[src/rtl/sensor_frame_gen_if.sv]
// Pattern stream bundle for sensor_frame_gen.
// Carries AXI-Stream style pattern words from a pattern source to the frame generator.
//   tdata  : one pattern word, replicated across the LVDS bus by the consumer
//   tvalid : source has a word ready
//   tready : consumer strobe; one cycle long, issued in the first frame cycle
// Modports:
//   master : pattern source (drives tdata/tvalid, observes tready)
//   slave  : frame generator (observes tdata/tvalid, drives tready)
interface sensor_frame_gen_if #(
  parameter int PATTERN_WIDTH = 32
);
  logic [PATTERN_WIDTH-1:0] tdata;
  logic                     tvalid;
  logic                     tready;

  modport master (output tdata, output tvalid, input tready);
  modport slave  (input tdata, input tvalid, output tready);
endinterface

[src/rtl/sensor_frame_gen.sv]
// Sensor emulator producing a periodic sync pulse, an alternating idle byte
// pattern and, on an rs0/rs256 request inside the sync window, one data frame
// of cycles_per_frame cycles on the LVDS bus.
// Ports:
//   clk, reset         : sole clock, asynchronous active-high reset
//   enable             : gates pa_sync only
//   rs0, rs256         : frame-start requests (ORed)
//   cycles_per_frame   : frame length, sampled when a frame starts (minimum 3)
//   idle_0, idle_1     : idle bytes replicated across the bus
//   frame_header       : replaces the top 32 bits during the first frame cycle
//   ramp_mode          : frame data is the frame number instead of a stream word
//   pa_sync            : periodic sync pulse
//   lvds, sof, eof     : data bus plus first/last frame cycle flags
//   frame_count        : frames started since reset
//   underrun_count     : saturating count of starts with no pattern available
//   pattern            : pattern stream (slave side)
module sensor_frame_gen #(
  parameter int LVDS_WIDTH        = 512,
  parameter int PATTERN_WIDTH     = 32,
  parameter int SYNC_PERIOD_LOG2  = 8,
  parameter int SYNC_PULSE_LENGTH = 4,
  parameter int TRIGGER_WINDOW    = 2
) (
  input  logic                  clk,
  input  logic                  reset,
  input  logic                  enable,
  input  logic                  rs0,
  input  logic                  rs256,
  input  logic [31:0]           cycles_per_frame,
  input  logic [7:0]            idle_0,
  input  logic [7:0]            idle_1,
  input  logic [31:0]           frame_header,
  input  logic                  ramp_mode,
  output logic                  pa_sync,
  output logic [LVDS_WIDTH-1:0] lvds,
  output logic                  sof,
  output logic                  eof,
  output logic [31:0]           frame_count,
  output logic [15:0]           underrun_count,
  sensor_frame_gen_if.slave     pattern
);

  localparam int PATTERN_REPS = LVDS_WIDTH / PATTERN_WIDTH;
  localparam int BYTE_REPS    = LVDS_WIDTH / 8;
  localparam logic [SYNC_PERIOD_LOG2-1:0] PULSE_LIMIT  = SYNC_PERIOD_LOG2'(SYNC_PULSE_LENGTH);
  localparam logic [SYNC_PERIOD_LOG2-1:0] WINDOW_LIMIT = SYNC_PERIOD_LOG2'(TRIGGER_WINDOW);
  localparam logic [31:0] MIN_FRAME = 32'd3;

  typedef enum logic [5:0] {
    ST_RESET = 6'b000001,
    ST_IDLE0 = 6'b000010,
    ST_IDLE1 = 6'b000100,
    ST_FC    = 6'b001000,
    ST_DC    = 6'b010000,
    ST_LC    = 6'b100000
  } state_t;

  state_t                      state_q, state_d;
  logic [SYNC_PERIOD_LOG2-1:0] free_timer_q, free_timer_d;
  logic [31:0]                 cyc_q, cyc_d;
  logic [31:0]                 cpf_eff_q, cpf_eff_d;
  logic [31:0]                 frame_count_q, frame_count_d;
  logic [15:0]                 underrun_q, underrun_d;
  logic [LVDS_WIDTH-1:0]       cell_data_q, cell_data_d;
  logic                        tready_q, tready_d;
  logic                        trig;
  logic                        accept;
  logic [31:0]                 frame_next;
  logic [PATTERN_WIDTH-1:0]    ramp_word;

  // rs0 and rs256 together still count as a single request.
  assign trig       = (rs0 | rs256) & (free_timer_q < WINDOW_LIMIT);
  assign pa_sync    = enable & ~reset & (free_timer_q < PULSE_LIMIT);
  assign frame_next = frame_count_q + 32'd1;
  assign ramp_word  = PATTERN_WIDTH'(frame_next);

  assign frame_count    = frame_count_q;
  assign underrun_count = underrun_q;
  assign pattern.tready = tready_q;

  // Next-state logic. A new frame can only start from IDLE1 or from LC, which
  // gives back-to-back frames without an idle gap; requests anywhere else are dropped.
  always_comb begin
    state_d       = state_q;
    free_timer_d  = free_timer_q + SYNC_PERIOD_LOG2'(1);
    cyc_d         = cyc_q;
    cpf_eff_d     = cpf_eff_q;
    frame_count_d = frame_count_q;
    underrun_d    = underrun_q;
    cell_data_d   = cell_data_q;
    tready_d      = 1'b0;
    accept        = 1'b0;

    unique case (state_q)
      ST_RESET: state_d = ST_IDLE0;
      ST_IDLE0: state_d = ST_IDLE1;
      ST_IDLE1: begin
        if (trig) accept = 1'b1;
        else      state_d = ST_IDLE0;
      end
      ST_FC: begin
        state_d = ST_DC;
        cyc_d   = cyc_q + 32'd1;
      end
      ST_DC: begin
        cyc_d = cyc_q + 32'd1;
        if (cyc_q >= cpf_eff_q - 32'd1) state_d = ST_LC;
      end
      ST_LC: begin
        if (trig) accept = 1'b1;
        else      state_d = ST_IDLE0;
      end
      default: state_d = ST_RESET;
    endcase

    // Frame length is latched here so mid-frame changes on cycles_per_frame are harmless.
    if (accept) begin
      state_d       = ST_FC;
      cyc_d         = 32'd1;
      cpf_eff_d     = (cycles_per_frame < MIN_FRAME) ? MIN_FRAME : cycles_per_frame;
      frame_count_d = frame_next;
      if (ramp_mode) begin
        cell_data_d = {PATTERN_REPS{ramp_word}};
      end else if (pattern.tvalid) begin
        cell_data_d = {PATTERN_REPS{pattern.tdata}};
        tready_d    = 1'b1;
      end else if (underrun_q != 16'hFFFF) begin
        underrun_d = underrun_q + 16'd1;
      end
    end
  end

  // State registers; reset puts every output back to its idle value at once.
  always_ff @(posedge clk or posedge reset) begin
    if (reset) begin
      state_q       <= ST_RESET;
      free_timer_q  <= '0;
      cyc_q         <= '0;
      cpf_eff_q     <= MIN_FRAME;
      frame_count_q <= '0;
      underrun_q    <= '0;
      cell_data_q   <= '0;
      tready_q      <= 1'b0;
    end else begin
      state_q       <= state_d;
      free_timer_q  <= free_timer_d;
      cyc_q         <= cyc_d;
      cpf_eff_q     <= cpf_eff_d;
      frame_count_q <= frame_count_d;
      underrun_q    <= underrun_d;
      cell_data_q   <= cell_data_d;
      tready_q      <= tready_d;
    end
  end

  // Bus contents follow the state directly. The first frame cycle carries the
  // header in its top word and the last carries the frame number in its bottom word.
  always_comb begin
    lvds = '0;
    sof  = 1'b0;
    eof  = 1'b0;
    unique case (state_q)
      ST_IDLE0: lvds = {BYTE_REPS{idle_0}};
      ST_IDLE1: lvds = {BYTE_REPS{idle_1}};
      ST_FC: begin
        lvds = {frame_header, cell_data_q[LVDS_WIDTH-33:0]};
        sof  = 1'b1;
      end
      ST_DC: lvds = cell_data_q;
      ST_LC: begin
        lvds = {cell_data_q[LVDS_WIDTH-1:32], frame_count_q};
        eof  = 1'b1;
      end
      default: lvds = '0;
    endcase
  end

endmodule

[src/flat_wrapper.sv]
// flat-port wrapper written by rule: the top's interface ports become plain ports
module sensor_frame_gen_flat 
#(
  parameter int LVDS_WIDTH        = 512,
  parameter int PATTERN_WIDTH     = 32,
  parameter int SYNC_PERIOD_LOG2  = 8,
  parameter int SYNC_PULSE_LENGTH = 4,
  parameter int TRIGGER_WINDOW    = 2
)
  (clk, reset, enable, rs0, rs256, cycles_per_frame, idle_0, idle_1, frame_header, ramp_mode, pa_sync, lvds, sof, eof, frame_count, underrun_count, pattern_tdata, pattern_tvalid, pattern_tready);
  sensor_frame_gen_if #(.PATTERN_WIDTH(PATTERN_WIDTH)) pattern_i ();
  input  logic clk;
  input  logic reset;
  input  logic enable;
  input  logic rs0;
  input  logic rs256;
  input  logic [31:0] cycles_per_frame;
  input  logic [7:0] idle_0;
  input  logic [7:0] idle_1;
  input  logic [31:0] frame_header;
  input  logic ramp_mode;
  output logic pa_sync;
  output logic [LVDS_WIDTH-1:0] lvds;
  output logic sof;
  output logic eof;
  output logic [31:0] frame_count;
  output logic [15:0] underrun_count;
  input wire logic [$bits(pattern_i.tdata)-1:0] pattern_tdata;
  input wire logic [$bits(pattern_i.tvalid)-1:0] pattern_tvalid;
  output wire logic [$bits(pattern_i.tready)-1:0] pattern_tready;
  assign pattern_i.tdata = pattern_tdata;
  assign pattern_i.tvalid = pattern_tvalid;
  assign pattern_tready = pattern_i.tready;
  sensor_frame_gen #(.LVDS_WIDTH(LVDS_WIDTH), .PATTERN_WIDTH(PATTERN_WIDTH), .SYNC_PERIOD_LOG2(SYNC_PERIOD_LOG2), .SYNC_PULSE_LENGTH(SYNC_PULSE_LENGTH), .TRIGGER_WINDOW(TRIGGER_WINDOW)) u_core (.clk(clk), .reset(reset), .enable(enable), .rs0(rs0), .rs256(rs256), .cycles_per_frame(cycles_per_frame), .idle_0(idle_0), .idle_1(idle_1), .frame_header(frame_header), .ramp_mode(ramp_mode), .pa_sync(pa_sync), .lvds(lvds), .sof(sof), .eof(eof), .frame_count(frame_count), .underrun_count(underrun_count), .pattern(pattern_i));
endmodule
[config.mk]
export PLATFORM = sky130hd
export DESIGN_NAME = sensor_frame_gen_flat
export DESIGN_NICKNAME = d
export VERILOG_FILES = /design/src/rtl/sensor_frame_gen_if.sv /design/src/rtl/sensor_frame_gen.sv /design/src/flat_wrapper.sv
export SDC_FILE = /design/constraint.sdc
export NUM_CORES = 1
export LEC_CHECK = 0
export ABC_AREA = 1
export BUFFER_PORTS_ARGS = -buffer_cell sky130_fd_sc_hd__buf_2
export CORE_AREA = 8 8 261 263
export CTS_CLUSTER_SIZE = 8
export DETAILED_ROUTE_END_ITERATION = 10
export DIE_AREA = 0 0 269 271
export PLACE_DENSITY_LB_ADDON = 0.08
export SYNTH_ARGS = -nofsm -noshare
export SYNTH_HDL_FRONTEND = slang
export SYNTH_SLANG_ARGS = --single-unit
[constraint.sdc]
create_clock -name clk -period 11.1 [get_ports clk]
set_input_delay 2.22 -clock clk [delete_from_list [all_inputs] [get_ports clk]]
set_output_delay 2.22 -clock clk [all_outputs]
set_load 0.005 [all_outputs]
==> results_dict.tcl, run 1 <==
set metrics [dict create \
    status "finished, final reports clean" \
    die_w_um 269 \
    final_cells 3198 \
    rrSetupSlack_ns 7.09 \
    wl_met3_um 7786 \
    grt_max_degree 70 \
    antenna_found_initial 19 \
    syn_area_per_cell_sq_um 6.900 \
    drv_slew 0 \
    cts_sinks 159 \
    synth_mux_area_share_pct 0 \
    grt-ovfl-total 0 \
    max_slew_margin_pct 18.06 \
    yosys.area_share.simple_pct 27.84 \
    min_path_cells 1 \
    synthesis.area_sq_um 14340 \
    reg2reg_from "u_core.state_q[2]" \
    dr.max_layer_used "met5" \
    period_share_pct 63.56 \
    synthCells 2078 \
    synth_top_family_by_area "buffers and inverters" \
    ios 683 \
    drtIter0Drc 1022 \
    worstPathArrival_ns 4.83 \
    drc 0 \
    cp_max_fo 25 \
    seq_area_frac_synth_pct 27.77 \
    fin_util_pct 25.42 \
    numCtsBuffers 17 \
    dp_hpwl_um 64870 \
    vias 14320 \
    layout_min_cycle_time_ns 7.055 \
    nFillCells 7218 \
    fin_skew_ns 0.01259 \
    wire_per_inst_um 24.35 \
    yosys.area_share.xor_xnor_pct 3.970 \
    syn2layout_area_growth_pct 13.24 \
    ir_worst_vdd_uv 117.7 \
    min_to "u_core.free_timer_q[0]" \
    synth_ff_type "dfrtp_1" \
    synth-adder-area-share_pct 3.229 \
    rsz0062_at_grt "no" \
    wl_met2_um 33570 \
    hp-start "u_core.free_timer_q[0]" \
    yosys_warnings 0 \
    drt-total-wl_um 77880 \
    post-place-ws_ns 4.561 \
    ys_ff_latch 159 \
    ctsResizeCount 0 \
    synth.most_common_cell "nand2_1" \
    drv_cap 0 \
    yosysTopAreaCell "dfrtp_1" \
    die_area_sq_um 72900 \
    grt_usage_pct 20.26 \
    async_flop_share_pct 100.0 \
    leakagePower_nw 8.489 \
    worstSetupStartpointType "flip-flop" \
    path_class "reg2out" \
    ant_nets 0 \
    postCtsHoldBufs 0 \
    cts_setup_buffers 0 \
    ys_types 39 \
    core_sq_um 63880 \
    cp_data_required_time_ns 8.88 \
    synth_edf_count 0 \
    multi_input_area_sq_um 6287 \
    r2r-end "u_core.cyc_q[17]" \
    max_freq_mhz 141.7 \
    end_kind "output pin" \
    worstHoldPathType "reg2reg" \
    wl_met1_um 35300 \
    fin_setup_tns_ns 0 \
    finalSetupViolCount 0 \
    placedCellCount 3160 \
    tightest_slew_ns 1.225 \
    drive_gt1_share_pct 32.31 \
    grt_pass1_vias 13640 \
    place_congestion 0.8935 \
    synth_top_area_share_pct 27.23 \
    core.rowCount 93 \
    port_buffers 682 \
    clock_path_buffers 2 \
    nNetsFinal 2480 \
    synth_compound_area_share_pct 8.761 \
    drt_first_pass_iters 5 \
    reg2reg_depth 9 \
    synth_common_cells "nand2_1, buf_4, nor2_1, inv_1, dfrtp_1" \
    root_buffer "clkbuf_16" \
    p_per_area_nw_per_um2 92.74 \
    start_util_pct 22.45 \
    syn_nets 2234 \
    regArea_sq_um 3983 \
    cts_tree "yes" \
    clock_latency_ns 0.46 \
    setup_slack_ns 4.045 \
    final_hold_viol_count 0 \
    clk_pin_slew_worst_paths_ns 0.07 \
    viasPerCell 4.478 \
    synth_area_leaders "dfrtp_1, buf_4, nand2_1, nor2_1, nand3_1" \
    grt_first_pass_wirelength_um 106400 \
    htreeDepth 4 \
    die_h_um 271 \
]
-- cell type report --
type | instances | share of cell area [%]
Tap cell | 855 | 6.589
Clock buffer | 19 | 2.728
Inverter | 184 | 4.285
Timing Repair Buffer | 698 | 21.76
Clock inverter | 13 | 1.295
Sequential cell | 159 | 24.53
Antenna cell | 6 | 0.09247
Multi-Input combinational cell | 1264 | 38.72
-- state kept, by name (all words and copies together), names as in the netlist --
signal / cells
u_core.cell_data_q: 32
u_core.cpf_eff_q: 32
u_core.cyc_q: 32
u_core.frame_count: 32
u_core.free_timer_q: 8
u_core.pattern.tready: 1
u_core.state_q: 6
u_core.underrun_count: 16
-- worst max-delay path by stage --
stage                      start        end  cells past startpoint
2_1_floorplan              reset    pa_sync                      3
3_3_place_gp   u_core.state_q[2]   lvds[77]                      9
3_5_place_dp   u_core.state_q[2]  lvds[427]                      9
4_1_cts        u_core.state_q[2]  lvds[427]                      9
5_1_grt        u_core.state_q[3]  lvds[401]                      9
6_report       u_core.state_q[2]  lvds[440]                      9
-- critical path: stages (launching register included) --
cell     delay [ns]
dfrtp_1        0.38
nor2_2         0.21
nand4_1        0.98
inv_1          0.96
nor2_1         0.20
inv_1          0.20
buf_4          0.37
nand2_1        0.13
nand2_1        0.66
buf_2          0.25
-- cells by family after synthesis --
family / Yosys count
AND/OR/NAND/NOR: 951
buffers and inverters: 655
AO/OA/AOI/OAI: 211
flip-flops: 159
XOR/XNOR: 65
adder cells (fa/ha/maj): 37
-- metrics by stage --
stage	power (mW)	area, sq um	hold slack [ns]
after floorplan	0.7635	14340	0.4224
after global placement	0.8422	15570	0.4404
after detailed placement	0.8409	15570	0.4468
after CTS	1.537	16220	0.4580
after global routing	1.564	16220	0.4862
final	1.506	16240	0.4510
-- cells in the final DEF, fill, tap and decap left out, types with 10 or more instances in the layout --
master / netlist / routed
buf_2: 23 / 682
nand2_1: 487 / 486
nor2_1: 214 / 214
inv_1: 180 / 178
dfrtp_1: 156 / 156
nand3_1: 137 / 137
o21ai_0: 72 / 71
nor3_1: 54 / 54
a21oi_1: 51 / 51
xor2_1: 49 / 49
ha_1: 37 / 37
nand4_1: 31 / 31
o211ai_1: 25 / 25
a31oi_1: 22 / 22
o221ai_1: 20 / 20
clkbuf_16: 0 / 17
xnor2_1: 16 / 16
buf_4: 421 / 16
o21ai_1: 10 / 10
-- routing by layer --
metal	up-vias	global-route usage (%)
met5	-	0
met3	59	6.133
met2	596	30.60
li1	6765	-
met1	6890	28.16
met4	10	4.193
-- report_power, final --
group	switching, mW	internal, mW	total (mW)	leakage, nW
registers	0	0.579	0.579	1.95
clock network	0.276	0.406	0.682	0.314
logic	0.155	0.0893	0.244	6.22
total	0.431	1.07	1.51	8.49
Note: power is estimated with default switching activity, not from simulation.
==> inputs of run 2 (changes only) <==
- ABC_AREA: 1 -> 0
- clock period: 11.1 -> 5.7 ns (I/O delays scaled with it)
==> run 2 against run 1 <==
  * Clock power rose by 80%
  * Flip-flop and latch count unchanged
  * Sequential power increased by 120%
  * Clock skew decreased by 0.0032 ns
  * Register-to-register slack got worse by 5.3 ns
  * Clock-buffer cell count is 2 higher
  * Global-route usage decreased by 2.2 points
  * Non-clock buffer count rose by 2
  * Worst setup slack got worse by 3.0 ns
  * Via count decreased by 17%
  * Critical path type unchanged
  * Critical endpoint is now lvds[268]
  * Largest cell class unchanged
==> results_dict.tcl, run 2 <==
set metrics [dict create \
    hp-start "u_core.free_timer_q[0]" \
    die_h_um 271 \
    drt_first_pass_iters 4 \
    synth_edf_count 0 \
    cts_setup_buffers 0 \
    cp_data_required_time_ns 4.56 \
    nNetsFinal 1939 \
    clock_latency_ns 0.45 \
    synth_common_cells "buf_4, nand2_1, dfrtp_1, a221o_1, xnor2_1" \
    mostFrequentLayoutCells "buf_2, nand2_1, dfrtp_1" \
    port_buffers 682 \
    yosys.area_share.simple_pct 18.46 \
    clkPwrFrac_pct 24.4 \
    wire_per_inst_um 26.15 \
    grt_max_degree 65 \
    synth_area_leaders "dfrtp_1, buf_4, a221o_1, nand2_1, xnor2_1" \
    cp_max_fo 14 \
    antenna_found_initial 16 \
    rsz0062_at_grt "no" \
    final_hold_viol_count 0 \
    cts_tree "yes" \
    synth_compound_area_share_pct 12.83 \
    synth-adder-area-share_pct 3.450 \
    ios 683 \
    core_sq_um 63880 \
    p_int_mw 2.910 \
    seq_area_frac_synth_pct 29.68 \
    max_freq_mhz 214.4 \
    core.rowCount 93 \
    post-place-ws_ns 1.357 \
    max_slew_margin_pct 41.45 \
    layout_min_cycle_time_ns 4.665 \
    grt_first_pass_wirelength_um 94750 \
    drive_gt1_share_pct 42.71 \
    fin_util_pct 23.87 \
    grt_pass1_vias 11550 \
    numCtsBuffers 17 \
    drt-total-wl_um 69480 \
    synth_ff_type "dfrtp_1" \
    clk_pin_slew_worst_paths_ns 0.07 \
    p_switching_mw 2.144 \
    rrSetupSlack_ns 1.82 \
    syn_area_per_cell_sq_um 8.607 \
    dp_hpwl_um 56940 \
    drc 0 \
    synth_top_family_by_area "buffers and inverters" \
    setup_slack_ns 1.035 \
    yosys.area_share.xor_xnor_pct 7.376 \
    end_kind "output pin" \
    leakagePower_nw 8.388 \
    worstHoldPathType "reg2reg" \
    ctsResizeCount 0 \
    yosys_warnings 0 \
    worstPathArrival_ns 3.52 \
    drv_cap 0 \
    ys_types 54 \
    synth_top_area_share_pct 29.09 \
    tightest_slew_ns 0.8783 \
    syn_nets 1715 \
    grt_usage_pct 18.02 \
    async_flop_share_pct 100.0 \
    seqPwrFrac_pct 25.0 \
    postCtsHoldBufs 0 \
    finalSetupViolCount 0 \
    synth_mux_area_share_pct 2.070 \
    grt-ovfl-total 0 \
    final_common_cell "buf_2" \
    ys_ff_latch 159 \
    crit_start "u_core.state_q[4]" \
    place_congestion 0.8042 \
    worstSetupStartpointType "flip-flop" \
    htreeDepth 4 \
    fin_setup_tns_ns 0 \
    p_comb_share_pct 50.6 \
    vias 11830 \
    viasPerCell 4.451 \
    ant_nets 0 \
    synthCells 1559 \
    die_w_um 269 \
    path_class "reg2out" \
    status "finished, final reports clean" \
    fin_skew_ns 0.009364 \
    ir_worst_vdd_uv 220.1 \
    fin_total_pwr_mw 5.054 \
    period_share_pct 81.84 \
    cts_sinks 159 \
    swShare_pct 42.41 \
    p_per_area_nw_per_um2 331.5 \
    reg2reg_from "u_core.cpf_eff_q[11]" \
    drv_slew 0 \
    yosysTopAreaCell "dfrtp_1" \
    synthesis.area_sq_um 13420 \
    die_area_sq_um 72900 \
    start_util_pct 21.00 \
    holdWs_ns 0.4682 \
    drtIter0Drc 634 \
    root_buffer "clkbuf_16" \
    synth.most_common_cell "buf_4" \
    syn2layout_area_growth_pct 13.62 \
    clock_path_buffers 2 \
]
run 2: cell count changes after synthesis, moves of 20 or more:
cell | before | now
o21ai_0 | 72 | 48
xnor2_1 | 16 | 63
clkbuf_1 | 23 | 52
mux2i_1 | 0 | 21
o221ai_1 | 20 | 0
or4_1 | 0 | 25
nand3_1 | 137 | 39
nand2_1 | 487 | 170
a221o_1 | 0 | 64
inv_1 | 180 | 15
o211ai_1 | 25 | 4
nor2_1 | 214 | 57
a21o_1 | 1 | 32
run 2: final timing paths:
check | end | cells past startpoint
worst max-delay path | lvds[268] | 6
worst min-delay path | u_core.free_timer_q[0] | 1
worst max register to register | u_core.state_q[5] | 11
worst min register to register | u_core.free_timer_q[0] | 1
max in group asynchronous | u_core.pattern.tready | 4
min in group asynchronous | u_core.frame_count[26] | 3
run 2: cell type report:
type / instances / area [sq um]
fillers: 7042 / 48640
multi-input cells: 890 / 5971
flip-flops and latches: 159 / 3983
repair buffers: 700 / 3548
well taps: 855 / 1070
clock buffers: 21 / 460.4
clock inverters: 11 / 138.9
inverters: 15 / 60.06
diodes: 6 / 15.01
run 2: critical path: stages (launching register included):
cell and delay, ns:
dfrtp_1 0.47, nor2_1 0.21, nand3b_1 0.14, nor3_2 0.56, a22o_1 0.69, a21o_1 0.70
buf_2 0.26
run 2: per-stage QoR:
step | cell area [sq um] | cells
floorplan | 13420 | 1559
global placement | 14630 | 2619
detailed placement | 14630 | 2619
CTS | 15230 | 2651
global route | 15240 | 2653
finish | 15250 | 2657
run 2: power by group through the flow:
stage               registers [mW]  clock network, mW  logic [mW]
finish                        1.27               1.23        2.56
floorplan                     1.24                  0        2.11
global placement              1.29                  0        2.66
global route                  1.28               1.32        2.76
CTS                           1.27               1.27        2.65
detailed placement            1.29                  0        2.65
run 2: logic make-up after synthesis:
| kind of cell | Yosys count |
|---|---|
| adders and majority gates | 37 |
| AOI/OAI and AO/OA | 235 |
| and+or+nand+nor | 478 |
| DFF | 159 |
| buffers and inverters | 510 |
| muxes | 27 |
| xor gates and xnor gates | 113 |
run 2: per-layer routing:
metal	global-route usage, %	vias to the layer above	routed length (um)
li1	-	5512	-
met1	23.69	5869	30770
met2	29.98	396	32880
met3	3.883	40	4741
met4	3.796	8	1042
met5	0	-	46
==> inputs of run 3 (changes only) <==
- clock period: 5.7 -> 3.9 ns (I/O delays scaled with it)
==> run 3 against run 2 <==
  * Via count increased by 1.7%
  * Die area unchanged
  * Utilization increased by 0.78 points
  * Hold slack improved by 0.015 ns
  * Non-clock buffer count increased by 30
  * Register-to-register slack got worse by 1.5 ns
  * Clock-buffer cell count decreased by 2
  * Cell count increased by 1.2%
  * Routed wire length increased by 1.8%
  * Global-route usage increased by 0.39 points
  * Largest cell class unchanged
  * Largest power group unchanged
==> results_dict.tcl, run 3 (synthesis results as in run 2) <==
set metrics [dict create \
    status "finished, final reports clean" \
    max_freq_mhz 262.6 \
    grt-ovfl-total 0 \
    grt_pass1_vias 11650 \
    core.rowCount 93 \
    fin_total_pwr_mw 7.814 \
    tightest_slew_ns 0.7546 \
    cts_tree "yes" \
    die_h_um 271 \
    fin_skew_ns 0.008749 \
    numCtsBuffers 17 \
    cts_setup_buffers 0 \
    postCtsHoldBufs 0 \
    max_slew_margin_pct 49.23 \
    critical_path.cell_chain "or3_1 > nor4b_2 > buf_4 > a22o_1 > buf_4 > a21o_1 > buf_12 > buf_2" \
    root_buffer "clkbuf_16" \
    grt_usage_pct 18.41 \
    clock_path_buffers 2 \
    drt_first_pass_iters 5 \
    grtUsageMet1_pct 23.02 \
    p_per_area_nw_per_um2 496.2 \
    end_kind "output pin" \
    clk_pin_slew_worst_paths_ns 0.07 \
    core_sq_um 63880 \
    grt_max_degree 87 \
    port_buffers 682 \
    die_area_sq_um 72900 \
    antenna_found_initial 23 \
    rsz0062_at_grt "no" \
    drv_cap 0 \
    vias 12030 \
    met3_usage_pct 5.189 \
    ctsResizeCount 6 \
    nNetsFinal 1969 \
    crit_family "buffers and inverters" \
    syn2layout_area_growth_pct 17.35 \
    dp_hpwl_um 57990 \
    wire_per_inst_um 26.30 \
    worst_path_max_delay_cell "or3_1" \
    crit_top_cell "buf_4" \
    drive_gt1_share_pct 44.80 \
    cts_sinks 159 \
    critPathMaxStageDelay_ns 0.49 \
    start_util_pct 21.00 \
    die_w_um 269 \
    mostFrequentLayoutCells "buf_2, nand2_1, dfrtp_1" \
    use_met2_pct 31.05 \
    htreeDepth 4 \
    worstHoldPathType "reg2reg" \
    drt-total-wl_um 70730 \
    cp_max_fo 13 \
    clock_latency_ns 0.46 \
    drtIter0Drc 937 \
    finalSetupViolCount 0 \
    period_share_pct 97.65 \
    drv_slew 0 \
    layout_min_cycle_time_ns 3.808 \
    final_hold_viol_count 0 \
    place_congestion 0.8231 \
    leakagePower_nw 8.567 \
    ant_nets 0 \
    crit_buf_inv 4 \
    busiest_layer "met2" \
    post-place-ws_ns 0.3492 \
    final_common_cell "buf_2" \
    worstSetupStartpointType "flip-flop" \
    fin_setup_tns_ns 0 \
    ios 683 \
    worstPathArrival_ns 3.03 \
    viasPerCell 4.473 \
    drc 0 \
    ir_worst_vdd_uv 312.2 \
    setup_slack_ns 0.09176 \
    cp_data_required_time_ns 3.12 \
    path_class "reg2out" \
    grt_first_pass_wirelength_um 96320 \
]
run 3: cell types whose count changed in the layout (fill, tap and decap cells not counted):
cell / previous run / this run
diode_2: 6 / 8
nand2_2: 1 / 2
a21o_2: 0 / 18
a22o_1: 8 / 7
bufinv_16: 3 / 6
clkbuf_1: 2 / 0
clkinv_2: 5 / 1
clkinv_4: 1 / 4
a22o_2: 0 / 1
nand2_4: 1 / 0
a21o_1: 32 / 14
buf_12: 0 / 13
buf_4: 18 / 35
run 3: where the power goes:
group / leakage (nW) / switching, mW / internal [mW]
clock: 0.329 / 0.789 / 1.24
sequential: 2.09 / 0.127 / 1.72
combinational: 6.15 / 2.29 / 1.65
run 3: worst paths after layout:
path / startpoint / to / slack [ns] / cells after the start
max in group asynchronous: reset / u_core.cpf_eff_q[5] / 2.87 / 3
min in group asynchronous: reset / u_core.free_timer_q[7] / 0.55 / 3
worst max register to register: u_core.cpf_eff_q[11] / u_core.state_q[5] / 0.31 / 11
worst min-delay path: u_core.free_timer_q[7] / u_core.free_timer_q[7] / 0.48 / 1
worst max-delay path: u_core.state_q[2] / lvds[428] / 0.09 / 8
worst min register to register: u_core.free_timer_q[7] / u_core.free_timer_q[7] / 0.48 / 1
run 3: final cells by class:
cell class	count	area, sq um
antenna	8	20.02
clock buffer	19	452.9
clock inverter	13	235.2
fill	7038	48140
inverter	15	60.06
multi-input combinational	890	5989
sequential	159	3983
tap	855	1070
timing repair buffer	730	3936
run 3: metrics by stage:
stage	hold WS (ns)	instance area (sq um)	util, %	instances
final	0.4827	15750	24.65	2689
after global routing	0.5143	15730	24.63	2683
after CTS	0.4816	15700	24.58	2680
after detailed placement	0.4711	15010	23.49	2648
after global placement	0.4674	15010	23.49	2648
after floorplan	0.4366	13420	-	1559
run 3: worst reg2reg max path, cell delays in order (launching register included):
cell,delay [ns]
dfrtp_1,0.43
or4_4,0.55
or4_1,0.57
or4_4,0.57
nor4_4,0.16
xnor2_1,0.10
ha_1,0.29
nand4_1,0.14
nor3_1,0.27
nand2_1,0.08
a21oi_1,0.21
o21ba_2,0.18
run 3: metal layers:
| metal | vias to the layer above | share of wire (%) | wire length, um |
|---|---|---|---|
| met2 | 444 | 48 | 33940 |
| met1 | 5944 | 42 | 29800 |
| met5 | - | 0.19 | 136 |
| met4 | 18 | 1.9 | 1342 |
| li1 | 5564 | - | - |
| met3 | 58 | 7.8 | 5512 |
